<file path="config.mk">
export PLATFORM = sky130hd
export DESIGN_NAME = uart_frame_assembler
export DESIGN_NICKNAME = d
export VERILOG_FILES = /design/src/rtl/uart_frame_assembler.sv
export SDC_FILE = /design/constraint.sdc
export NUM_CORES = 1
export LEC_CHECK = 0
export ABC_AREA = 1
export BUFFER_PORTS_ARGS = -buffer_cell sky130_fd_sc_hd__buf_2
export CORE_MARGIN = 5
export CORE_UTILIZATION = 52
export CTS_CLUSTER_SIZE = 10
export DETAILED_ROUTE_END_ITERATION = 6
export HOLD_SLACK_MARGIN = 0.1
export PLACE_DENSITY = 0.83
export SLEW_MARGIN = 20
export SYNTH_ARGS = -nofsm -noshare
export SYNTH_HDL_FRONTEND = slang
export SYNTH_SLANG_ARGS = --single-unit
</file>
<file path="constraint.sdc">
create_clock -name clk -period 2.23 [get_ports clk]
set_input_delay 0.223 -clock clk [delete_from_list [all_inputs] [get_ports clk]]
set_output_delay 0.223 -clock clk [all_outputs]
set_load 0.03 [all_outputs]
</file>
<file path="src/rtl/uart_frame_assembler.sv">
`default_nettype none
// ============================================================================
// Module   : uart_frame_assembler
// Purpose  : Collects an opcode byte plus NUM_OPERANDS operands of DATA_BYTES
//            bytes from a UART byte stream and presents the completed frame
//            on registered outputs with a valid/ready handshake. Drops partial
//            frames on inter-byte timeout and flags bytes that arrive while a
//            frame is still unconsumed.
// Revision : 1.0 - initial release
// ============================================================================
module uart_frame_assembler #(
  parameter int DATA_BYTES     = 1,
  parameter int NUM_OPERANDS   = 2,
  parameter int TIMEOUT_CYCLES = 50000
) (
  input  logic                                 clk,
  input  logic                                 reset_n,
  input  logic                                 rx_data_ready,
  input  logic [7:0]                           rx_data,
  input  logic                                 frame_ready,
  output logic                                 frame_valid,
  output logic [7:0]                           operation,
  output logic [NUM_OPERANDS*DATA_BYTES*8-1:0] operands,
  output logic                                 busy,
  output logic                                 frame_error,
  output logic [1:0]                           err_code
);

  localparam int OB        = DATA_BYTES * 8;
  localparam int OPW       = NUM_OPERANDS * OB;
  localparam int FRAME_LEN = 1 + NUM_OPERANDS * DATA_BYTES;
  localparam int CNT_W     = $clog2(FRAME_LEN);
  localparam int TO_W      = $clog2(TIMEOUT_CYCLES);

  localparam logic [CNT_W-1:0] LAST_BYTE = CNT_W'(FRAME_LEN - 1);
  localparam logic [TO_W-1:0]  TO_LAST   = TO_W'(TIMEOUT_CYCLES - 1);
  localparam logic [1:0]       ERR_TIMEOUT = 2'b01;
  localparam logic [1:0]       ERR_OVERRUN = 2'b10;

  typedef enum logic [1:0] {
    IDLE    = 2'd0,
    COLLECT = 2'd1,
    HOLD    = 2'd2
  } state_t;

  state_t           r_state;
  state_t           w_state_next;
  logic [CNT_W-1:0] r_byte_cnt;
  logic [TO_W-1:0]  r_to_cnt;
  // Staging holds every byte of the frame except the last one; the last
  // byte is taken straight from rx_data on the completion edge.
  logic [OPW-1:0]   r_staging;
  logic [OPW+7:0]   w_shift;
  logic [OPW-1:0]   w_operands;

  logic w_start;
  logic w_collect;
  logic w_complete;
  logic w_timeout;
  logic w_overrun;
  logic w_consume;

  // Full frame image: opcode in the top byte, operand bytes in arrival order.
  assign w_shift = {r_staging, rx_data};

  // Operand 0 arrives first (highest in w_shift) but lives in the lowest slice.
  for (genvar k = 0; k < NUM_OPERANDS; k++) begin : g_operands
    assign w_operands[k*OB +: OB] = w_shift[OPW-1-k*OB -: OB];
  end

  // State register.
  always_ff @(posedge clk or negedge reset_n) begin
    if (!reset_n) r_state <= IDLE;
    else          r_state <= w_state_next;
  end

  // Next-state decode and per-cycle event flags.
  always_comb begin
    w_state_next = r_state;
    w_start      = 1'b0;
    w_collect    = 1'b0;
    w_complete   = 1'b0;
    w_timeout    = 1'b0;
    w_overrun    = 1'b0;
    w_consume    = 1'b0;
    case (r_state)
      IDLE: begin
        if (rx_data_ready) begin
          w_start      = 1'b1;
          w_state_next = COLLECT;
        end
      end
      COLLECT: begin
        if (rx_data_ready) begin
          if (r_byte_cnt == LAST_BYTE) begin
            w_complete   = 1'b1;
            w_state_next = HOLD;
          end else begin
            w_collect = 1'b1;
          end
        end else if (r_to_cnt == TO_LAST) begin
          w_timeout    = 1'b1;
          w_state_next = IDLE;
        end
      end
      HOLD: begin
        if (frame_ready) begin
          w_consume = 1'b1;
          if (rx_data_ready) begin
            w_start      = 1'b1;
            w_state_next = COLLECT;
          end else begin
            w_state_next = IDLE;
          end
        end else if (rx_data_ready) begin
          w_overrun = 1'b1;
        end
      end
      default: w_state_next = IDLE;
    endcase
  end

  // Byte staging, byte counter and inter-byte timeout counter.
  always_ff @(posedge clk or negedge reset_n) begin
    if (!reset_n) begin
      r_staging  <= '0;
      r_byte_cnt <= '0;
      r_to_cnt   <= '0;
    end else begin
      if (w_start || w_collect) r_staging <= w_shift[OPW-1:0];
      else if (w_timeout)       r_staging <= '0;

      if (w_start)                      r_byte_cnt <= CNT_W'(1);
      else if (w_collect)               r_byte_cnt <= r_byte_cnt + CNT_W'(1);
      else if (w_complete || w_timeout) r_byte_cnt <= '0;

      // Counts strobe-free cycles inside a frame; any byte or exit clears it.
      if (r_state == COLLECT && !rx_data_ready && !w_timeout)
        r_to_cnt <= r_to_cnt + TO_W'(1);
      else
        r_to_cnt <= '0;
    end
  end

  // Output frame registers and handshake flag.
  always_ff @(posedge clk or negedge reset_n) begin
    if (!reset_n) begin
      frame_valid <= 1'b0;
      operation   <= '0;
      operands    <= '0;
    end else begin
      if (w_complete) begin
        frame_valid <= 1'b1;
        operation   <= w_shift[OPW+7:OPW];
        operands    <= w_operands;
      end else if (w_consume) begin
        frame_valid <= 1'b0;
      end
    end
  end

  // Error pulse, sticky error cause and busy flag.
  always_ff @(posedge clk or negedge reset_n) begin
    if (!reset_n) begin
      frame_error <= 1'b0;
      err_code    <= 2'b00;
      busy        <= 1'b0;
    end else begin
      frame_error <= w_timeout || w_overrun;
      if (w_timeout)      err_code <= ERR_TIMEOUT;
      else if (w_overrun) err_code <= ERR_OVERRUN;
      busy <= (w_state_next == COLLECT);
    end
  end

endmodule
`default_nettype wire

</file>
* Word-level counts from Yosys, hierarchy flattened *
Cells that the tools add are included.

word-level totals
  bits in registers = 65
  bits of input ports = 12

cells by class
  add/subtract/negate cells = 2
  equality and inequality tests = 5
  muxes and demuxes = 33
  reductions and logical operators = 12

operator list
  operator                 number
  $mux W16                 3
  $mux W2                  10
  $mux W1                  18
  $add A16 B1 Y16 const B  1
  $eq A16 B16 Y1 const B   1
  $pmux W2 S3              1
  $reduce_bool A2 Y1       3
  $eq A2 B1 Y1 const B     2
  $eq A2 B2 Y1 const B     2
  $logic_or A1 B1 Y1       3
  $reduce_bool A3 Y1       1
  $add A2 B1 Y2 const B    1
  $logic_and A1 B1 Y1      2
  $logic_not A1 Y1         2
  $logic_not A2 Y1         1
  $pmux W1 S2              1

* Logic depth before layout (Yosys ltp) *
Gate-level depths: netlist of run 1.

  depth after elaboration = 8
  gate-level depth with buffers = 10

* Least setup slack after synthesis of run 1 *
No wires, ideal clock.

  path type = register to register
  start point = register r_byte_cnt[0]
  end point = register r_staging[10]
  setup time = 0.117 ns
  arrival time = 1.261 ns
  required time = 2.113 ns
  setup slack = 0.852 ns
  stages on the path, launching flop included = 11
  path buffers = 1
  period minus slack after synthesis = 1.378 ns
  cells stage by stage = dfrtp_1 > inv_1 > ha_1 > inv_1 > nand2_1 > nor2_4 > nor2_8 > inv_6 > buf_8 > nand2_1 > o21ai_2

on the way
  cells in the longest elaborated chain, start to end = 6
  elaborated cells on any way between the ends = 7
  those cells by class = 1 x eq/ne; 4 x mux; 2 x reduce/logical

ends and longest elaborated chain
  item                                            line  text
  start, declared                                 48    logic [CNT_W-1:0] r_byte_cnt;
  start signal, assigned                          134   else if (w_collect) r_byte_cnt <= r_byte_cnt + CNT_W'(1);
  $eq A2 B2 Y1 *                                  95    if (r_byte_cnt == LAST_BYTE) begin
  $mux W1 *                                       95
  $mux W1 *                                       94    if (rx_data_ready) begin
  $mux W1 *                                       86    case (r_state)
  $logic_or A1 B1 Y1 *                            130   if (w_start || w_collect) r_staging <= w_shift[OPW-1:0];
  $mux W16 or $reduce_bool A2 Y1 (tied branches)  n/a
  end signal, assigned                            130
  end, declared                                   52    logic [OPW-1:0] r_staging;

Every way passes the cells marked *; elsewhere a longest branch is shown, timed or not.
A chain may end at the register's enable or synchronous reset.

* Worst setup path in the final report of run 1 *
  start point = register r_byte_cnt[0]
  end point = register operands[2]

on the way
  cells in the longest elaborated chain, start to end = 4

ends and longest elaborated chain
  item                  line  text
  $eq A2 B2 Y1          95
  $mux W1               95
  $mux W1               94
  $mux W1               86
  end signal, assigned  155   operands <= w_operands;
  end, declared         23    output logic [NUM_OPERANDS*DATA_BYTES*8-1:0] operands,

No other way between the ends.

==> results of run 1 <==
## cell families (layout without fill, tap and decap cells)
| logic type | after synthesis | after routing | share of synthesized area, % |
|---|---|---|---|
| xor+xnor | 6 | 6 | 1.821 |
| flops | 65 | 65 | 56.37 |
| fa+ha+maj | 2 | 2 | 0.8672 |
| mux | 8 | 8 | 3.643 |
| buf+inv | 46 | 99 | 7.632 |
| simple gates | 134 | 134 | 21.47 |
| compound gates | 39 | 39 | 8.196 |
## per-layer routing
layer  part of all wire (%)  wire length [µm]  vias to the layer above  global-route usage [%]
met5                      0                 0                        -                       0
met4                    2.3               136                        0                   10.79
met3                    5.0               293                       10                   3.533
met2                     47              2756                       68                   27.40
met1                     45              2633                     1007                   24.58
li1                       -                 -                     1041                       -
## cells in the final DEF, fill, tap and decap left out, drive strengths merged
cell,n
nor3b,2
nor3,5
and2,1
dlygate4sd3,3
dfrtp,65
inv,39
clkbuf,12
o21ai,36
nor2,36
clkinv,1
nand4,5
bufinv,2
nand2,76
xnor2,1
mux2,8
nand3,9
ha,2
a21oi,3
buf,42
xor2,5
## worst max-delay path: cells and delay by family (launching register included)
family | cells | cell delay (ns)
compound gates | 1 | 0.07
fa+ha+maj | 1 | 0.24
buf+inv | 2 | 0.43
flops | 1 | 0.37
simple gates | 2 | 0.46
## how the worst min path moves through the flow
stage,to,startpoint,cells after the start
floorplan,busy$_DFF_PN0_,reset_n,0
global placement,frame_error$_DFF_PN0_,reset_n,1
detailed placement,frame_error$_DFF_PN0_,reset_n,1
CTS,r_state[1]$_DFF_PN0_,frame_ready,2
global route,r_staging[0]$_DFFE_PN0P_,rx_data[0],3
finish,r_staging[5]$_DFFE_PN0P_,rx_data[5],3
## report_power, final
group	switching, mW	internal (mW)	total [mW]
Combinational	1.13	0.512	1.64
Clock	0.433	0.653	1.09
Sequential	0.212	1.58	1.79
Total	1.77	2.74	4.52
## stage by stage
step	hold slack, ns	util [%]
after floorplan	-0.07259	-
after global placement	0.2644	57.63
after detailed placement	0.2702	57.63
after CTS	0.1031	62.04
after global routing	0.1159	62.04
final	0.1062	62.04
## sequential cells by signal (all words and copies together), names as in the netlist
| signal | count |
|---|---|
| operands | 16 |
| r_to_cnt | 16 |
| r_byte_cnt | 2 |
| r_staging | 16 |
| err_code | 2 |
| frame_error | 1 |
| frame_valid | 1 |
| busy | 1 |
| operation | 8 |
| r_state | 2 |
## timing repair
item	4_1_cts	5_1_grt
setup buffers	0	0
endpoints found under the hold margin	28	0
gates resized for setup	0	0
hold buffers	3	0
## layout make-up
cell class	instances	area, µm²	share of cell area (%)
Sequential cell	65	1627	48.20
Timing Repair Buffer	45	257.7	7.638
Tap cell	72	90.09	2.670
Multi-Input combinational cell	189	1039	30.78
Inverter	39	151.4	4.486
Clock inverter	3	65.06	1.928
Clock buffer	12	145.1	4.301
==> out/metrics.yaml, run 1 <==
status: "finished clean"
rows: 27
synth_most_common_cell: "nand2_1"
arrival_ns: 1.93
max_stage_delay_ns: 0.39
fmaxAchievable_ghz: 0.5894
r2r-end: "operands[2]$_DFFE_PN0P_"
cts_buffers: 9
antenna_found_initial: 0
ios: 41
io_buffers: 40
ys.flop_type: "dfrtp_1"
grt_pass1_wl_mm: 10.25
grt_max_degree: 40
syn_inst: 300
hold_path.class: "input pin to flip-flop"
post-route-drc-count: 0
reg2reg_slack_ns: 0.53
required_ns: 2.46
fin_crit_ns: 1.697
r2r_cells: 6
syn_area_per_cell_um2: 9.618
synth_seq_cells: 65
nFillCells: 428
grt_usage_pct: 18.25
cts-root-buf: "clkbuf_8"
cp-startpoint: "r_byte_cnt[0]$_DFFE_PN0P_"
worst_slew_pin_slew_ns: 0.6113
dieArea_um2: 7139
ant_nets: 0
post-synth-top-area-cell: "dfrtp_1"
wl_per_cell_um: 13.69
layout.nets: 363
slew_headroom_pct: 59.25
start_kind: "flip-flop"
crit_chain: "inv_1, ha_1, nand4_4, buf_4, nand2_1, o21ai_0"
synth_top_area_share_pct: 56.37
cts_tree: "done"
cp-end-kind: "flip-flop"
cts_buffer_depth: 2
placed_area_um2: 3134
die_h_um: 84.49
htree_num_levels: 3
cpMaxStageDelayCell: "nand4_4"
power_leakage_nw: 1.678
peakVddDrop_mv: 0.9112
synth_edf_count: 0
finalCritPeriodShare_pct: 76.08
cts.clk_slew.worst_paths_ns: 0.07
ys_warn_count: 0
coreArea_um2: 5439
max_cap_viol_count: 0
fin_skew_ns: 0.007489
dp_cells: 407
final_hold_viol_count: 0
finalMaxSlewViolations: 0
drt_iter0_markers: 196
ys_async_sr_fraction_pct: 100.0
finalWorstSetupSlack_ns: 0.5334
grt_pass1_vias: 2169
critPathCapture: "operands[2]$_DFFE_PN0P_"
start_util_pct: 53.05
wl_mm: 5.819
final_area_um2: 3374
syn2layout_area_growth_pct: 16.96
cts.sinks: 65
hpwl_mm: 3.881
synthTopCellsByArea: "dfrtp_1 (56%), nand2_1 (9.0%), inv_1 (4.6%), o21ai_0 (4.5%), nor2_1 (3.9%)"
setup_violations: 0
critPathMaxFanout: 29
vias_per_cell: 5.002
syn_area_um2: 2885
drt-pass1-iter-count: 5
finalNonFillerCells: 425
gr-total-overflow: 0
clk_latency_ns: 0.35
dpl_worst_slack_ns: 0.5995
regToRegStartpoint: "r_byte_cnt[0]$_DFFE_PN0P_"
yosysSeqAreaShare_pct: 56.37
num_antenna_cells: 0
criticalPathCategory: "flip-flop to flip-flop"
gp_congestion: 0.8990
vias: 2126
die_w_um: 84.49
syn_nets: 314
final_layout_size_suffix_gt1_share_pct: 26.35
finalPower_mw: 4.518
cellPowerDensity_nw_per_um2: 1339
tns_ns: 0
synth_cell_types: 31
rsz0062_at_grt: "no"
synth_common_cells: "nand2_1 (69), dfrtp_1 (65), inv_1 (35)"
Power figures use the tool's default switching activity.
==> run 2: changes to the inputs <==
Clock period 2.23 ns to 1.7 ns, I/O delays scaled along.
==> out/metrics.yaml, run 2 (same netlist as run 1, synthesis figures left out) <==
htree_num_levels: 3
crit_buf_inv: 2
cts-root-buf: "clkbuf_8"
die_h_um: 84.49
cts_tree: "done"
finalMaxSlewViolations: 0
reg2reg_slack_ns: 0.14
cts.sinks: 65
gr-total-overflow: 0
vias: 2105
grt_pass1_vias: 2108
final_cell_mix: "nand2_1 (69), dfrtp_1 (65), buf_2 (40), inv_1 (35), nor2_1 (30)"
grt_pass1_wl_mm: 9.867
crit_chain: "inv_1, ha_1, nand4_4, buf_4, o21ai_0"
wl_per_cell_um: 13.01
wl_mm: 5.635
tns_ns: 0
critPathMaxFanout: 20
mostFrequentLayoutCell: "nand2_1"
finalCritPeriodShare_pct: 92.05
peakVddDrop_mv: 1.164
status: "finished clean"
grt_usage_pct: 17.43
cts_buffers: 9
start_kind: "flip-flop"
cpMaxStageDelayCell: "dfrtp_1"
fin_skew_ns: 0.01016
finalPower_mw: 5.602
setup_violations: 0
cts_buffer_depth: 2
dieArea_um2: 7139
ant_nets: 0
power_leakage_nw: 1.689
top_regs: "operands (16), r_staging (16), r_to_cnt (16)"
rows: 27
start_util_pct: 53.05
cellPowerDensity_nw_per_um2: 1641
max_cap_viol_count: 0
placed_area_um2: 3142
gp_congestion: 0.9232
cp-end-kind: "flip-flop"
cpLargestDelayFamily: "buffers and inverters"
clk_latency_ns: 0.34
final_hold_viol_count: 0
layout.nets: 371
num_antenna_cells: 0
critical_path_depth: 5
slew_headroom_pct: 76.62
drt-pass1-iter-count: 4
r2r_cells: 5
fin_crit_ns: 1.565
coreArea_um2: 5439
required_ns: 1.94
nFillCells: 435
hold_path.class: "input pin to flip-flop"
max_stage_delay_ns: 0.38
worst_slew_pin_slew_ns: 0.3495
min_from: "rx_data_ready"
drt_iter0_markers: 189
regToRegStartpoint: "r_byte_cnt[0]$_DFFE_PN0P_"
io_buffers: 40
syn2layout_area_growth_pct: 18.30
final_layout_size_suffix_gt1_share_pct: 26.04
grt_max_degree: 66
arrival_ns: 1.81
whs_path_depth: 5
final_area_um2: 3413
ios: 41
criticalPathCategory: "flip-flop to flip-flop"
rsz0062_at_grt: "no"
hpwl_mm: 3.805
vias_per_cell: 4.861
antenna_found_initial: 0
die_w_um: 84.49
post-route-drc-count: 0
fmaxAchievable_ghz: 0.6391
cts.clk_slew.worst_paths_ns: 0.06
cp-startpoint: "r_byte_cnt[0]$_DFFE_PN0P_"
[run 2: cell types whose count changed in the layout (fill, tap and decap cells not counted), sizes merged]
cell	change
dlygate4sd3	+7
bufinv	-2
buf	+1
clkinv	+1
clkinvlp	+1
[run 2: repair_timing]
| action | 4_1_cts | 5_1_grt |
|---|---|---|
| hold buffers | 10 | 0 |
| buffers inserted | 0 | 0 |
| endpoints found under the hold margin | 82 | 0 |
| setup endpoints to repair | 0 | 5 |
| resized for setup | 0 | 1 |
[run 2: layout make-up]
cell class	count	area, µm²	share of cell area, %
flip-flops and latches	65	1627	47.65
multi-input cells	189	1047	30.68
repair buffers	53	335.3	9.824
inverters	39	151.4	4.435
clock buffers	12	145.1	4.252
well taps	72	90.09	2.639
clock inverters	3	17.52	0.5132
[run 2: per-layer routing]
layer  track usage (%)  routed length (µm)  vias to the layer above
met5                 0                   0                        -
met4             9.928                 135                        0
met3             2.944                 196                       11
met2             24.48                2554                       45
met1             25.41                2749                      990
li1                  -                   -                     1059
[run 2: final timing paths]
kind | to
max reg2reg | operation[5]$_DFFE_PN0P_
min in group asynchronous | frame_error$_DFF_PN0_
max in group asynchronous | r_staging[0]$_DFFE_PN0P_
min reg2reg | operation[4]$_DFFE_PN0P_
max | operation[5]$_DFFE_PN0P_
min | r_byte_cnt[1]$_DFFE_PN0P_
[run 2: power breakdown]
part | leakage [nW] | internal [mW] | switching [mW]
sequential | 0.839 | 2.07 | 0.268
clock | 0.0822 | 0.556 | 0.541
combinational | 0.768 | 0.695 | 1.47
[run 2: metrics by stage]
| stage | utilization, % | cells | hold slack, ns | worst slack, ns |
|---|---|---|---|---|
| after global routing | 62.76 | 433 | 0.3492 | 0.005564 |
| final | 62.76 | 433 | 0.3285 | 0.1352 |
| after CTS | 62.59 | 433 | 0.3080 | 0.1201 |
| after global placement | 57.76 | 408 | 0.2034 | 0.2135 |
| after detailed placement | 57.76 | 408 | 0.2059 | 0.1345 |
| after floorplan | - | 300 | -0.1256 | 0.3216 |
[run 2: worst register-to-register path, cell delays in order (launching register included)]
cell	delay (ns)
dfrtp_1	0.38
inv_1	0.08
ha_1	0.22
nand4_4	0.30
buf_4	0.31
o21ai_0	0.18
==> run 3: changes to the inputs <==
==> constraint.sdc (replaced) <==
create_clock -name clk -period 1.7 [get_ports clk]
set_input_delay 0.34 -clock clk [delete_from_list [all_inputs] [get_ports clk]]
set_output_delay 0.34 -clock clk [all_outputs]
set_load 0.03 [all_outputs]
==> out/metrics.yaml, run 3 (same netlist as run 1, synthesis figures left out) <==
power_frac_seq_pct: 42.0
start_kind: "flip-flop"
fin_skew_ns: 0.008744
final_core_utilization_pct: 61.10
whs_path_depth: 3
clkPwrFrac_pct: 19.6
syn2layout_area_growth_pct: 15.18
arrival_ns: 1.77
drt-pass1-iter-count: 5
worst_slew_pin_slew_ns: 0.3511
gp_congestion: 0.9232
start_util_pct: 53.05
p_int_mw: 3.308
mostFrequentLayoutCell: "nand2_1"
peakVddDrop_mv: 1.155
grt_usage_pct: 17.05
final_layout_size_suffix_gt1_share_pct: 26.70
vias: 2071
nFillCells: 449
cts_buffer_depth: 2
ant_nets: 0
status: "finished clean"
coreArea_um2: 5439
fmaxAchievable_ghz: 0.6393
layout.nets: 362
placed_area_um2: 3142
tns_ns: 0
postCtsSetupBuffers: 0
vias_per_cell: 4.884
hpwl_mm: 3.805
wl_mm: 5.554
num_antenna_cells: 0
rows: 27
required_ns: 1.91
grt_pass1_vias: 2046
finalCritPeriodShare_pct: 92.01
final_cell_mix: "nand2_1 (69), dfrtp_1 (65), buf_2 (40), inv_1 (35), nor2_1 (30)"
rsz0062_at_grt: "no"
gr-total-overflow: 0
slew_headroom_pct: 76.51
power_leakage_nw: 1.652
finalMaxSlewViolations: 0
max_cap_viol_count: 0
top_regs: "operands (16), r_staging (16), r_to_cnt (16)"
wl_per_cell_um: 13.10
hold_path.class: "input pin to flip-flop"
die_h_um: 84.49
final_hold_viol_count: 0
p_sw_share_pct: 40.75
post-route-drc-count: 0
multi_input_area_um2: 1047
finalPower_mw: 5.584
r2r-end: "operation[5]$_DFFE_PN0P_"
dieArea_um2: 7139
clk_latency_ns: 0.34
cts.sinks: 65
criticalPathCategory: "flip-flop to flip-flop"
fin_crit_ns: 1.564
dp_cells: 408
cp-end-kind: "flip-flop"
cts-root-buf: "clkbuf_8"
antenna_found_initial: 0
critPathMaxFanout: 20
grt_max_degree: 66
drt_iter0_markers: 200
switching_power_mw: 2.275
r2r_cells: 6
cts_tree: "done"
grt_pass1_wl_mm: 9.604
holdPathEnd: "r_staging[6]$_DFFE_PN0P_"
p_comb_share_pct: 38.4
regToRegStartpoint: "r_byte_cnt[0]$_DFFE_PN0P_"
setup_violations: 0
cellPowerDensity_nw_per_um2: 1680
htree_num_levels: 3
io_buffers: 40
die_w_um: 84.49
final_area_um2: 3323
reg2reg_slack_ns: 0.14
cts_buffers: 9
ios: 41
min_from: "rx_data[6]"
seqCellArea_um2: 1627
finalNonFillerCells: 424
cts.clk_slew.worst_paths_ns: 0.07
-- run 3: per-layer routing --
metal	track usage, %	vias up	part of all wire [%]
met5	0	-	0
met4	9.928	0	2.1
met3	3.140	9	4.0
met2	23.91	52	45
met1	24.65	973	49
li1	-	1037	-
-- run 3: layout make-up --
| type | count | share of cell area (%) |
|---|---|---|
| clock buffers | 12 | 4.367 |
| flip-flops and latches | 65 | 48.95 |
| multi-input cells | 189 | 31.51 |
| well taps | 72 | 2.711 |
| clock inverters | 3 | 0.5271 |
| repair buffers | 44 | 7.380 |
| inverters | 39 | 4.556 |
-- run 3: worst max path at each step --
stage | from | end | cells after the start
2_1_floorplan | r_byte_cnt[0]$_DFFE_PN0P_ | r_staging[10]$_DFFE_PN0P_ | 10
3_3_place_gp | r_byte_cnt[0]$_DFFE_PN0P_ | operation[0]$_DFFE_PN0P_ | 6
3_5_place_dp | r_byte_cnt[0]$_DFFE_PN0P_ | operation[5]$_DFFE_PN0P_ | 5
4_1_cts | r_byte_cnt[0]$_DFFE_PN0P_ | operation[5]$_DFFE_PN0P_ | 5
5_1_grt | r_byte_cnt[0]$_DFFE_PN0P_ | operation[5]$_DFFE_PN0P_ | 5
6_report | r_byte_cnt[0]$_DFFE_PN0P_ | operation[5]$_DFFE_PN0P_ | 6
-- run 3: critical path: stages, from the launching register on --
cell	delay, ns
dfrtp_1	0.38
inv_1	0.08
ha_1	0.22
nand4_4	0.30
buf_4	0.31
nand2_1	0.06
o21ai_0	0.08
-- run 3: power groups by stage --
stage / sequential, mW / clock, mW / combinational, mW
CTS: 2.35 / 1.12 / 2.14
detailed placement: 2.37 / 0 / 2.12
floorplan: 2.90 / 0 / 1.09
global route: 2.41 / 1.19 / 2.35
global placement: 2.35 / 0 / 2.07
finish: 2.34 / 1.10 / 2.14
-- run 3: timing repair --
action	in CTS	in global routing
hold buffers	1	0
hold endpoints to repair	65	0
gates resized for setup	0	1
endpoints found under the setup margin	0	5
-- run 3: stage by stage --
stage | setup slack [ns] | hold slack, ns
after floorplan | 0.3216 | 0.04441
after global placement | 0.2135 | 0.3734
after detailed placement | 0.1345 | 0.3759
after CTS | 0.1201 | 0.2045
after global routing | 0.004139 | 0.2249
final | 0.1359 | 0.2212
